**src/rtl/hazard_ctrl.sv**
```systemverilog
// Pipeline hazard controller: operand forwarding, load-use stall,
// branch flush and data-memory wait sequencing with a timeout.
//
// Ports:
//   clk, rst_n            clock and synchronous active-low reset
//   id_*                  ID-stage instruction source operands
//   ex_*                  EX-stage register fields, control bits, branch outcome
//   mem_*, dmem_ack       MEM-stage destination, register write, memory handshake
//   wb_*                  WB-stage destination and register write
//   *_hold                hold the corresponding pipeline register
//   ifid_flush            load a NOP into IF/ID (overrides ifid_hold)
//   idex_bubble           load zeroed control into ID/EX
//   memwb_bubble          load zeroed control into MEM/WB
//   fwd_a, fwd_b          EX operand source: 00 regfile, 01 MEM, 10 WB
//   state                 00 RUN, 01 FLUSH, 10 MWAIT
//   mem_timeout           sticky memory-wait timeout flag
//   stall_cycles          saturating count of cycles with pc_hold
//   flush_count           saturating count of taken-branch redirects
module hazard_ctrl #(
    parameter int TIMEOUT = 255,
    parameter int CNT_W   = 16
) (
    input  logic             clk,
    input  logic             rst_n,
    input  logic             id_valid,
    input  logic [4:0]       id_rs1,
    input  logic [4:0]       id_rs2,
    input  logic             id_use_rs1,
    input  logic             id_use_rs2,
    input  logic             ex_valid,
    input  logic [4:0]       ex_rs1,
    input  logic [4:0]       ex_rs2,
    input  logic [4:0]       ex_rd,
    input  logic             ex_MemRead,
    input  logic             ex_RegWrite,
    input  logic             ex_branch_taken,
    input  logic [4:0]       mem_rd,
    input  logic             mem_RegWrite,
    input  logic             mem_access,
    input  logic             dmem_ack,
    input  logic [4:0]       wb_rd,
    input  logic             wb_RegWrite,
    output logic             pc_hold,
    output logic             ifid_hold,
    output logic             idex_hold,
    output logic             exmem_hold,
    output logic             ifid_flush,
    output logic             idex_bubble,
    output logic             memwb_bubble,
    output logic [1:0]       fwd_a,
    output logic [1:0]       fwd_b,
    output logic [1:0]       state,
    output logic             mem_timeout,
    output logic [CNT_W-1:0] stall_cycles,
    output logic [CNT_W-1:0] flush_count
);

    localparam logic [1:0] S_RUN   = 2'b00;
    localparam logic [1:0] S_FLUSH = 2'b01;
    localparam logic [1:0] S_MWAIT = 2'b10;

    localparam int WC_W = (TIMEOUT < 2) ? 1 : $clog2(TIMEOUT + 1);
    localparam logic [WC_W-1:0] WC_MAX = WC_W'(TIMEOUT);

    logic [1:0]       state_q, state_d;
    logic [WC_W-1:0]  wait_cnt_q, wait_cnt_d;
    logic             mem_timeout_q, mem_timeout_d;
    logic [CNT_W-1:0] stall_q, stall_d;
    logic [CNT_W-1:0] flush_q, flush_d;

    logic memstall;
    logic loaduse;
    logic ev_freeze;
    logic ev_redirect;
    logic ev_lu_stall;
    logic ev_flush_slot;
    logic ifid_hold_raw;

    // A load's RegWrite is implied by MemRead, so ex_RegWrite plays no part.
    logic unused_inputs;
    assign unused_inputs = ex_RegWrite;

    assign memstall = mem_access & ~dmem_ack;

    assign loaduse = ex_valid & ex_MemRead & (ex_rd != 5'd0) & id_valid &
                     ((id_use_rs1 & (id_rs1 == ex_rd)) |
                      (id_use_rs2 & (id_rs2 == ex_rd)));

    // Forwarding: MEM result is newer than WB, so it wins.
    always_comb begin
        fwd_a = 2'b00;
        fwd_b = 2'b00;
        if (rst_n) begin
            if (mem_RegWrite && mem_rd != 5'd0 && mem_rd == ex_rs1)
                fwd_a = 2'b01;
            else if (wb_RegWrite && wb_rd != 5'd0 && wb_rd == ex_rs1)
                fwd_a = 2'b10;
            if (mem_RegWrite && mem_rd != 5'd0 && mem_rd == ex_rs2)
                fwd_b = 2'b01;
            else if (wb_RegWrite && wb_rd != 5'd0 && wb_rd == ex_rs2)
                fwd_b = 2'b10;
        end
    end

    // Event decode shared by the next-state and output logic.
    // The MWAIT ack cycle behaves like RUN; a timed-out wait never completes.
    always_comb begin
        ev_freeze     = 1'b0;
        ev_redirect   = 1'b0;
        ev_lu_stall   = 1'b0;
        ev_flush_slot = 1'b0;
        unique case (state_q)
            S_FLUSH: begin
                ev_flush_slot = 1'b1;
                ev_freeze     = memstall;
            end
            S_MWAIT: begin
                if (!dmem_ack || mem_timeout_q)
                    ev_freeze = 1'b1;
                else if (ex_branch_taken)
                    ev_redirect = 1'b1;
                else if (loaduse)
                    ev_lu_stall = 1'b1;
            end
            default: begin
                if (memstall)
                    ev_freeze = 1'b1;
                else if (ex_branch_taken)
                    ev_redirect = 1'b1;
                else if (loaduse)
                    ev_lu_stall = 1'b1;
            end
        endcase
    end

    // Next-state logic.
    always_comb begin
        state_d = S_RUN;
        if (ev_freeze)
            state_d = S_MWAIT;
        else if (ev_redirect)
            state_d = S_FLUSH;

        wait_cnt_d = '0;
        if (state_q == S_MWAIT && state_d == S_MWAIT)
            wait_cnt_d = (wait_cnt_q == WC_MAX) ? wait_cnt_q
                                                 : wait_cnt_q + 1'b1;

        mem_timeout_d = mem_timeout_q |
                        (state_d == S_MWAIT && wait_cnt_d == WC_MAX);
    end

    // Output logic; reset forces the pipeline into a safe flushed state.
    always_comb begin
        pc_hold       = 1'b0;
        ifid_hold_raw = 1'b0;
        idex_hold     = 1'b0;
        exmem_hold    = 1'b0;
        ifid_flush    = 1'b0;
        idex_bubble   = 1'b0;
        memwb_bubble  = 1'b0;
        if (!rst_n) begin
            ifid_flush   = 1'b1;
            idex_bubble  = 1'b1;
            memwb_bubble = 1'b1;
        end else begin
            if (ev_freeze) begin
                pc_hold       = 1'b1;
                ifid_hold_raw = 1'b1;
                idex_hold     = 1'b1;
                exmem_hold    = 1'b1;
                memwb_bubble  = 1'b1;
            end
            if (ev_redirect) begin
                ifid_flush  = 1'b1;
                idex_bubble = 1'b1;
            end
            if (ev_lu_stall) begin
                pc_hold       = 1'b1;
                ifid_hold_raw = 1'b1;
                idex_bubble   = 1'b1;
            end
            if (ev_flush_slot)
                ifid_flush = 1'b1;
        end
        ifid_hold = ifid_hold_raw & ~ifid_flush;
    end

    // Saturating performance counters.
    always_comb begin
        stall_d = stall_q;
        if (pc_hold && stall_q != '1)
            stall_d = stall_q + 1'b1;
        flush_d = flush_q;
        if (ev_redirect && flush_q != '1)
            flush_d = flush_q + 1'b1;
    end

    always_ff @(posedge clk) begin
        if (!rst_n) begin
            state_q       <= S_RUN;
            wait_cnt_q    <= '0;
            mem_timeout_q <= 1'b0;
            stall_q       <= '0;
            flush_q       <= '0;
        end else begin
            state_q       <= state_d;
            wait_cnt_q    <= wait_cnt_d;
            mem_timeout_q <= mem_timeout_d;
            stall_q       <= stall_d;
            flush_q       <= flush_d;
        end
    end

    assign state        = state_q;
    assign mem_timeout  = mem_timeout_q;
    assign stall_cycles = stall_q;
    assign flush_count  = flush_q;

endmodule

```
**config.mk**
```make
export PLATFORM = sky130hd
export DESIGN_NAME = hazard_ctrl
export DESIGN_NICKNAME = d
export VERILOG_FILES = /design/src/rtl/hazard_ctrl.sv
export SDC_FILE = /design/constraint.sdc
export NUM_CORES = 1
export LEC_CHECK = 0
export BUFFER_PORTS_ARGS = -buffer_cell sky130_fd_sc_hd__buf_2
export CAP_MARGIN = 20
export CORE_AREA = 2 2 115 83
export DETAILED_ROUTE_END_ITERATION = 12
export DIE_AREA = 0 0 117 85
export PLACE_DENSITY_LB_ADDON = 0.25
export REMOVE_ABC_BUFFERS = 1
export SYNTH_ARGS = -nofsm -noshare
export SYNTH_HDL_FRONTEND = slang
export SYNTH_SLANG_ARGS = --single-unit
```
**constraint.sdc**
```tcl
create_clock -name clk -period 2.2 [get_ports clk]
set_input_delay 0.22 -clock clk [delete_from_list [all_inputs] [get_ports clk]]
set_output_delay 0.22 -clock clk [all_outputs]
set_load 0.03 [all_outputs]
```
* Word level (Yosys, flattened, before mapping)
Cells that the tools add are included.
Cells by class: add/subtract/negate cells 3, eq/ne operators 13, mux-type cells 33, bitwise gates (word level) 12, reductions and logical operators 15
Operators by type and width (count):
- 16-bit by 1-bit adder with 16-bit output (second input constant) | 2
- 16-bit inequality test (second input constant) | 2
- 5-bit == test | 6
- 1-bit two-way mux | 21
- 8-bit == test (second input constant) | 2
- 8-bit two-way mux | 2
- 5-bit nonzero test | 3
- 2-bit two-way mux | 7
- 1-bit logical AND | 10
- 8-bit by 1-bit adder with 8-bit output (second input constant) | 1
- 1-bit AND | 8
- 1-bit one-hot mux with 2 select lines | 3
- 2-bit == test (second input constant) | 2
- 2-bit by 1-bit == test with 1-bit output (second input constant) | 1
- 1-bit inverter | 2
- 1-bit bitwise OR | 2
- 1-bit logical NOT | 1
- 1-bit logical OR | 1
Word-level totals: register bits after elaboration 43, bits of input ports 48, output and inout port bits 46, word-level logic and storage cells 81

* Depth between registers and ports, before layout
Gate-level depths: netlist (run 1).
word-level depth 12, depth in mapped cells 10, gate-level depth less buffers 8

* Least setup slack after synthesis (run 1)
No wires, ideal clock.
kind reg-to-output, start register state_q[0], in the netlist state[0], end output port ifid_hold, data arrival time 2375 ps, data required time 1980 ps, path slack -395 ps, stages on the path, launching flop included 8, buffers on the path 0, cell sequence dfxtp_1 -> inv_1 -> ha_1 -> nor2b_1 -> o31ai_2 -> nand2_1 -> or2_2 -> nor2_1
On the way: word-level cells in the longest chain between the ends 7, elaborated cells on any way between the ends 14, those cells by class 2 x eq/ne; 10 x mux; 2 x bitwise
Ends and longest elaborated chain:
- from (decl) | RTL line 65 | logic [1:0] state_q, state_d;
- from (signal assigned) | RTL line 207 | state_q <= state_d;
- 2-bit == test or 2-bit by 1-bit == test with 1-bit output (tied branches) | RTL line 112 | unique case (state_q)
- 1-bit one-hot mux with 2 select lines | RTL line 112
- 1-bit two-way mux | RTL line 174 | if (ev_redirect) begin
- 1-bit two-way mux (*) | RTL line 183 | if (ev_flush_slot)
- 1-bit two-way mux (*) | RTL line 162 | if (!rst_n) begin
- named net ifid_flush | RTL line 47 | output logic ifid_flush,
- 1-bit inverter (*) | RTL line 186 | ifid_hold = ifid_hold_raw & ~ifid_flush;
- 1-bit AND (*) | RTL line 186
- to (decl) | RTL line 44 | output logic ifid_hold,
The timed path passes the listed nets; every way through them passes the cells marked *.

* Worst setup path after layout (run 1)
start register state_q[0], in the netlist state[0], end output port pc_hold
On the way: word-level cells in the longest chain between the ends 5, elaborated cells on any way between the ends 7, those cells by class 2 x eq/ne; 5 x mux
Ends and longest elaborated chain:
- 2-bit == test or 2-bit by 1-bit == test with 1-bit output (tied branches) | RTL line 112
- 1-bit one-hot mux with 2 select lines | RTL line 112
- 1-bit two-way mux | RTL line 167 | if (ev_freeze) begin
- 1-bit two-way mux (*) | RTL line 178 | if (ev_lu_stall) begin
- 1-bit two-way mux (*) | RTL line 162
- to (decl) | RTL line 43 | output logic pc_hold,
Every way passes the cells marked *; elsewhere a longest branch is shown, timed or not.

==> metrics.md, run 1 <==
| Metric | Value |
|---|---|
| Status | `finished clean` |
| Area Overhead vs Synth | `43.1%` |
| Mapped Area | `approximately 0.0026 sq mm` |
| Via/cell ratio | `4.85` |
| Yosys top cell area share | `0.332` |
| Die width | `117 um` |
| Crit path time final | `2130 ps` |
| Hold buffers post-CTS | `0` |
| Grt total ovfl | `0` |
| DR iter-0 viols | `97` |
| # port buffers | `92` |
| Worst Path Max Fanout | `8` |
| Final net count | `477` |
| Clk pwr share | `0.434` |
| Unique masters post-synth | `52` |
| Synth area leader | `dfxtp_1` |
| FP Rows | `29` |
| Initial DRT Pass Iterations | `4` |
| H-tree depth | `2` |
| Leakage power | `1.53 nW` |
| Leading cell types by count after synthesis | `dfxtp_1 (43), nor2_1 (33), nand3_1 (23), xnor2_1 (23), xor2_1 (22)` |
| Internal | `1.52 mW` |
| Critical path endpoint category | `primary output` |
| Clk slew on worst S/H paths | `~60 ps` |
| Die ar. | `0.00995 sq mm` |
| Core ar. | `0.00889 sq mm` |
| Global-route wire length before repair | `11.8 mm` |
| Pin count of the biggest net entering global routing | `17` |
| Final std cells w/o fill | `549` |
| Ports | `94` |
| Net Sw Power | `just over 0.5 mW` |
| Initial antenna violation count | `0` |
| Seq/Total Area, Yosys | `0.332` |
| Fin. Hold Viols | `0` |
| Synthesized flop and latch total | `43` |
| Final Power | `a little over 2 mW` |
| Period utilization | `0.970` |
| RSZ-0062 raised after global routing | `yes` |
| Root Driver | `clkbuf_16` |
| Setup CP Type | `reg -> out` |
| Worst path arrival time | `1910 ps` |
| Synth top area cells | `dfxtp_1 (33%), xnor2_1 (7.8%), xor2_1 (7.4%), nor2_1 (4.8%), nand3_1 (4.4%)` |
| Yosys synthesis warning count | `0` |
| Sw Ratio | `0.250` |
| Antenna viol nets, final | `0` |
| DR WL/cell | `13.4 um` |
| Drt total wl | `7.36 mm` |
| Gate power share | `0.170` |
| Measured slew at the worst slew-check pin | `around 470 ps` |
| Share of cells above drive strength 1 | `0.362` |
| Clock Latency Late Sink | `280 ps` |
| Finish-stage setup viols | `0` |
| Clock Skew | `between 2 and 3 ps` |
| EDFF count, synth | `0` |
| Final setup TNS | `0 ps` |
| Via count | `approximately 2.7k` |
| Critical Path RT | `1980 ps` |
| Most instantiated library cell after synthesis | `dfxtp_1` |
| Reg power frac | `0.396` |
| Inserted Diodes | `0` |
| GP Congestion | `a little under 0.9` |
| Cell Pwr Density | `~540 mW/mm^2` |
| Peak VDD IR | `approximately 0.00028 V` |
| Clk sink count | `43` |
| MaxCap Viol Count | `0` |
| Min-Delay Path Class | `in -> reg` |
| CTS Buf Count | `5` |
| F_max | `469 MHz` |
| Main synth FF type | `dfxtp_1` |
| Syn Area/Cell | `8.34 sq um` |
| Drt drc | `0` |
| Via count of the first global-routing pass | `2480` |
| Clock tree from TritonCTS | `done` |
| CTS Buffer Depth | `2` |
| Max_slew headroom | `0.687` |
| Total track usage | `0.147` |
| Worst setup SP type | `flop` |
| Pins Over Slew Limit | `0` |
| Hpwl dp | `5.36 mm` |
| Placed insts | `528` |
| Chip height | `85 um` |
| Initial Util | `0.292` |
| FFs w/ async S/R, synth | `0` |
| Synth Instances | `311` |
## repair_timing
item	in CTS	in global routing
gates resized for setup	17	17
setup endpoints to repair	9	20
buffers inserted	7	4
pin swaps	15	9
gates cloned	2	0
## registers in the layout (all words and copies together), names as in the netlist
name	flops
flush_count	16
mem_timeout	1
stall_cycles	16
state	2
wait_cnt_q	8
## metal layers
layer  vias to the layer above  global-route usage  wire (um)
met5                         -                   0          0
met4                         0              0.0396         69
met3                         5              0.0271        311
met2                        61               0.228       3260
met1                      1247               0.211       3710
li1                       1350                   -          -
## path summary, 6_finish.rpt
path / start / end / slack [ps] / depth (start not counted)
setup / recovery: state[0] / pc_hold / 70 / 9
hold / removal: rst_n / stall_cycles[7] / 400 / 3
setup reg to reg: state[0] / stall_cycles[1] / 80 / 10
hold reg to reg: wait_cnt_q[6] / wait_cnt_q[6] / 490 / 1
## area by class of cell
cell class | count | area (sq um)
clock inverters | 2 | 35.0
fillers | 890 | 5180
multi-input cells | 247 | 1760
repair buffers | 118 | 721
well taps | 124 | 155
clock buffers | 6 | 139
inverters | 9 | 33.8
flip-flops and latches | 43 | 863
## cells by family after synthesis
kind of cell | synth area share
AOI/OAI and AO/OA | 0.128
adders and majority gates | 0.0241
buffers and inverters | 0.0396
xor gates and xnor gates | 0.152
and+or+nand+nor | 0.301
DFF | 0.332
muxes | 0.0232
## power groups by stage
stage,Combinational [mW],Sequential [mW],Clock [mW]
CTS,0.327,0.799,0.896
floorplan,0.131,0.831,0
finish,0.344,0.799,0.877
global route,0.374,0.800,0.915
detailed placement,0.278,0.815,0
global placement,0.272,0.815,0
## worst max-delay path, stage by stage, from the launching register on
cell and delay [ps]:
dfxtp_2 340, inv_2 50, ha_4 150, and3b_2 230, nor3_4 220, nor3_4 80
a21boi_4 220, buf_12 160, nor2_2 40, buf_6 150
## through the flow
| stage | worst slack, ps | util | area, sq um | hold slack (ps) |
|---|---|---|---|---|
| after CTS | 0.895 | 0.403 | 3580 | 398 |
| after global routing | -23.1 | 0.417 | 3710 | 419 |
| after floorplan | -395 | - | 2520 | 338 |
| after global placement | 26.1 | 0.366 | 3250 | 477 |
| after detailed placement | -56.4 | 0.366 | 3250 | 483 |
| final | 66.2 | 0.417 | 3710 | 398 |
## cells in the final DEF, fill, tap and decap left out, types with 3 or more instances in the layout
cell type,instances
o21ai_0,7
and3_1,11
xor2_1,22
or3_1,3
buf_2,90
nand2_1,18
xnor2_1,23
and2_1,3
buf_6,4
nor4_1,7
mux2i_1,6
clkbuf_16,5
inv_1,8
or4_1,11
a21oi_1,9
nand2b_1,3
nand3_1,23
nor2_1,31
o31ai_1,8
o21a_1,3
nor3_1,3
nand4_1,8
dfxtp_1,41
buf_4,21
ha_1,4
(Power assumes the default switching activity.)
==> run 2: changes to the inputs <==
Settings changed: CORE_AREA 2 2 115 83 to 4 4 117 85, DIE_AREA 0 0 117 85 to 0 0 121 89, MAX_ROUTING_LAYER from default to met4.
==> run 2 against run 1 <==
Compared with the run above: clock-buffer cell count grew 2; clock skew grew 4.5 ps; setup slack got worse by 41 ps; hold slack worse by 57 ps; first-iteration DRC count is 9.3% higher; non-clock buffer count shrank 7; largest power group is now sequential cells; highest routed layer unchanged.
==> metrics.md, run 2 (same netlist as run 1, synthesis figures left out) <==
| Metric | Value |
|---|---|
| Period utilization | `0.989 (+0.0187)` |
| Clock Latency Late Sink | `280 ps (about the same)` |
| CTS Buf Count | `5 (unchanged)` |
| Crit path time final | `2170 ps (+41.0 ps)` |
| Via count | `2614 (-1.8%)` |
| CTS Buffer Depth | `2 (unchanged)` |
| Measured slew at the worst slew-check pin | `507 ps (+39.7 ps)` |
| Global-route wire length before repair | `11.0 mm (-6.0%)` |
| MaxCap Viol Count | `0 (unchanged)` |
| Hpwl dp | `5.47 mm (+1.9%)` |
| Total track usage | `0.129 (-0.0180)` |
| Commonest non-fill, non-tap cell in the layout | `buf_2` |
| GP Congestion | `0.832 (-4.4%)` |
| # port buffers | `92 (unchanged)` |
| Chip height | `89 um (+4.7%)` |
| WHS Path Cells | `4 (+1)` |
| Clk sink count | `43 (unchanged)` |
| Worst setup SP type | `flop` |
| Pin count of the biggest net entering global routing | `32 (+15)` |
| Final Power | `1.89 mW (-6.4%)` |
| Die width | `121 um (+3.4%)` |
| Leakage power | `1.47 nW (-3.6%)` |
| Initial Util | `0.292 (unchanged)` |
| Clk slew on worst S/H paths | `60 ps (about the same)` |
| Share of cells above drive strength 1 | `0.333 (-0.0298)` |
| Finish-stage setup viols | `0 (unchanged)` |
| Initial DRT Pass Iterations | `4 (unchanged)` |
| Hold buffers post-CTS | `0 (unchanged)` |
| CP max stage cell | `dfxtp_2` |
| Die ar. | `0.0108 sq mm (+8.3%)` |
| Via/cell ratio | `4.82 (-0.57%)` |
| Drt drc | `0 (unchanged)` |
| Final setup margin | `25.2 ps (-41.0 ps)` |
| DR WL/cell | `13.2 um (-1.3%)` |
| Dpl ws | `-15.5 ps (+40.9 ps)` |
| Final std cells w/o fill | `542 (-1.3%)` |
| Initial antenna violation count | `0 (unchanged)` |
| Antenna viol nets, final | `0 (unchanged)` |
| Final setup TNS | `0 ps (unchanged)` |
| Fin Hold WS | `341 ps (-56.9 ps)` |
| Inserted Diodes | `0 (unchanged)` |
| Critical path endpoint category | `primary output` |
| Fin. Hold Viols | `0 (unchanged)` |
| Drt total wl | `7.17 mm (-2.5%)` |
| Via count of the first global-routing pass | `2300 (-7.3%)` |
| Worst path arrival time | `1950 ps (+40 ps)` |
| Setup CP Type | `reg -> out` |
| Final core occ | `0.399 (-0.0179)` |
| DP Area | `0.00326 sq mm (+0.23%)` |
| Worst Reg-to-Reg Cells | `9 (-1)` |
| Core ar. | `0.00889 sq mm (unchanged)` |
| Final net count | `470 (-1.5%)` |
| Critical Path RT | `1980 ps (about the same)` |
| Reg-to-reg setup timing slack | `80 ps (about the same)` |
| Clock tree from TritonCTS | `done` |
| CP max stage delay | `330 ps (about the same)` |
| Final Cell Area | `0.00355 sq mm (-4.3%)` |
| Hold Path Origin | `ex_branch_taken` |
| Peak VDD IR | `0.000334 V (+18%)` |
| Area Overhead vs Synth | `37.0%` |
| Cell Pwr Density | `532 mW/mm^2 (-2.2%)` |
| Min-Delay Endpoint | `state[0]` |
| FP Rows | `29 (unchanged)` |
| H-tree depth | `2 (unchanged)` |
| Placed insts | `529 (+0.19%)` |
| Most used cell, CP | `nor3_2` |
| Commonest non-fill, non-tap cells in the layout | `buf_2 (89), dfxtp_1 (41), nor2_1 (32)` |
| Worst Path Max Fanout | `12 (+4)` |
| RSZ-0062 raised after global routing | `yes` |
| CP Cell Sequence | `inv_2, ha_4, and3b_2, nor3_2, nor3_2, a21boi_4, buf_12, nor2_1, buf_4` |
| F_max | `460 MHz (-1.9%)` |
| Root Driver | `clkbuf_16` |
| DR iter-0 viols | `106 (+9.3%)` |
| Ports | `94 (unchanged)` |
| Clock Skew | `7.13 ps (+4.54 ps)` |
| RR Endpoint | `stall_cycles[14]` |
| Grt total ovfl | `0 (unchanged)` |
| Origin of the critical flop-to-flop path | `state[0]` |
| Pins Over Slew Limit | `0 (unchanged)` |
| Min-Delay Path Class | `in -> reg` |
| Status | `finished clean` |
| Max_slew headroom | `0.659 (-0.0274)` |
[run 2: cell count changes in the layout (fill, tap and decap cells not counted), moves of 2 or more]
cell    before  now
nor3_1       3    5
buf_4       21   18
buf_6        4    2
nor3_4       2    0
[run 2: area by class of cell]
class | instances | area [sq um]
Fill cell | 897 | 5340
Multi-Input combinational cell | 247 | 1690
Sequential cell | 43 | 863
Tap cell | 124 | 155
Clock buffer | 8 | 156
Inverter | 9 | 33.8
Timing Repair Buffer | 111 | 648
[run 2: worst max path at each step]
stage                  start          endpoint  slack (ps)  depth (start not counted)
floorplan           state[0]         ifid_hold        -400                          7
detailed placement  state[0]  stall_cycles[14]         -20                          9
CTS                 state[0]           pc_hold           9                          9
finish              state[0]           pc_hold          30                          9
global route        state[0]           pc_hold         -90                          9
global placement    state[0]  stall_cycles[14]          30                          9
[run 2: metal layers]
layer,global-route usage,share of wire,up-vias
li1,-,-,1341
met1,0.180,0.50,1202
met2,0.193,0.44,64
met5,-,0,-
met4,0.0278,0.0067,0
met3,0.0291,0.055,7
[run 2: critical path, delay by kind of cell, from the launching register on]
family / cells / cell delay, ps
adder cells (fa/ha/maj): 1 / 150
AO/OA/AOI/OAI: 1 / 240
buffers and inverters: 3 / 390
flip-flops: 1 / 330
AND/OR/NAND/NOR: 4 / 560
[run 2: power by group]
part	total [mW]	leakage, nW	internal [mW]	switching [mW]
registers	0.799	0.348	0.788	0.0104
clock network	0.779	0.0772	0.483	0.295
logic	0.312	1.05	0.144	0.169
total	1.89	1.47	1.42	0.475
[run 2: timing repair]
item,CTS,global route
endpoints found under the setup margin,4,6
gates cloned,0,1
buffers inserted,2,3
pin swaps,5,0
gates resized for setup,14,6
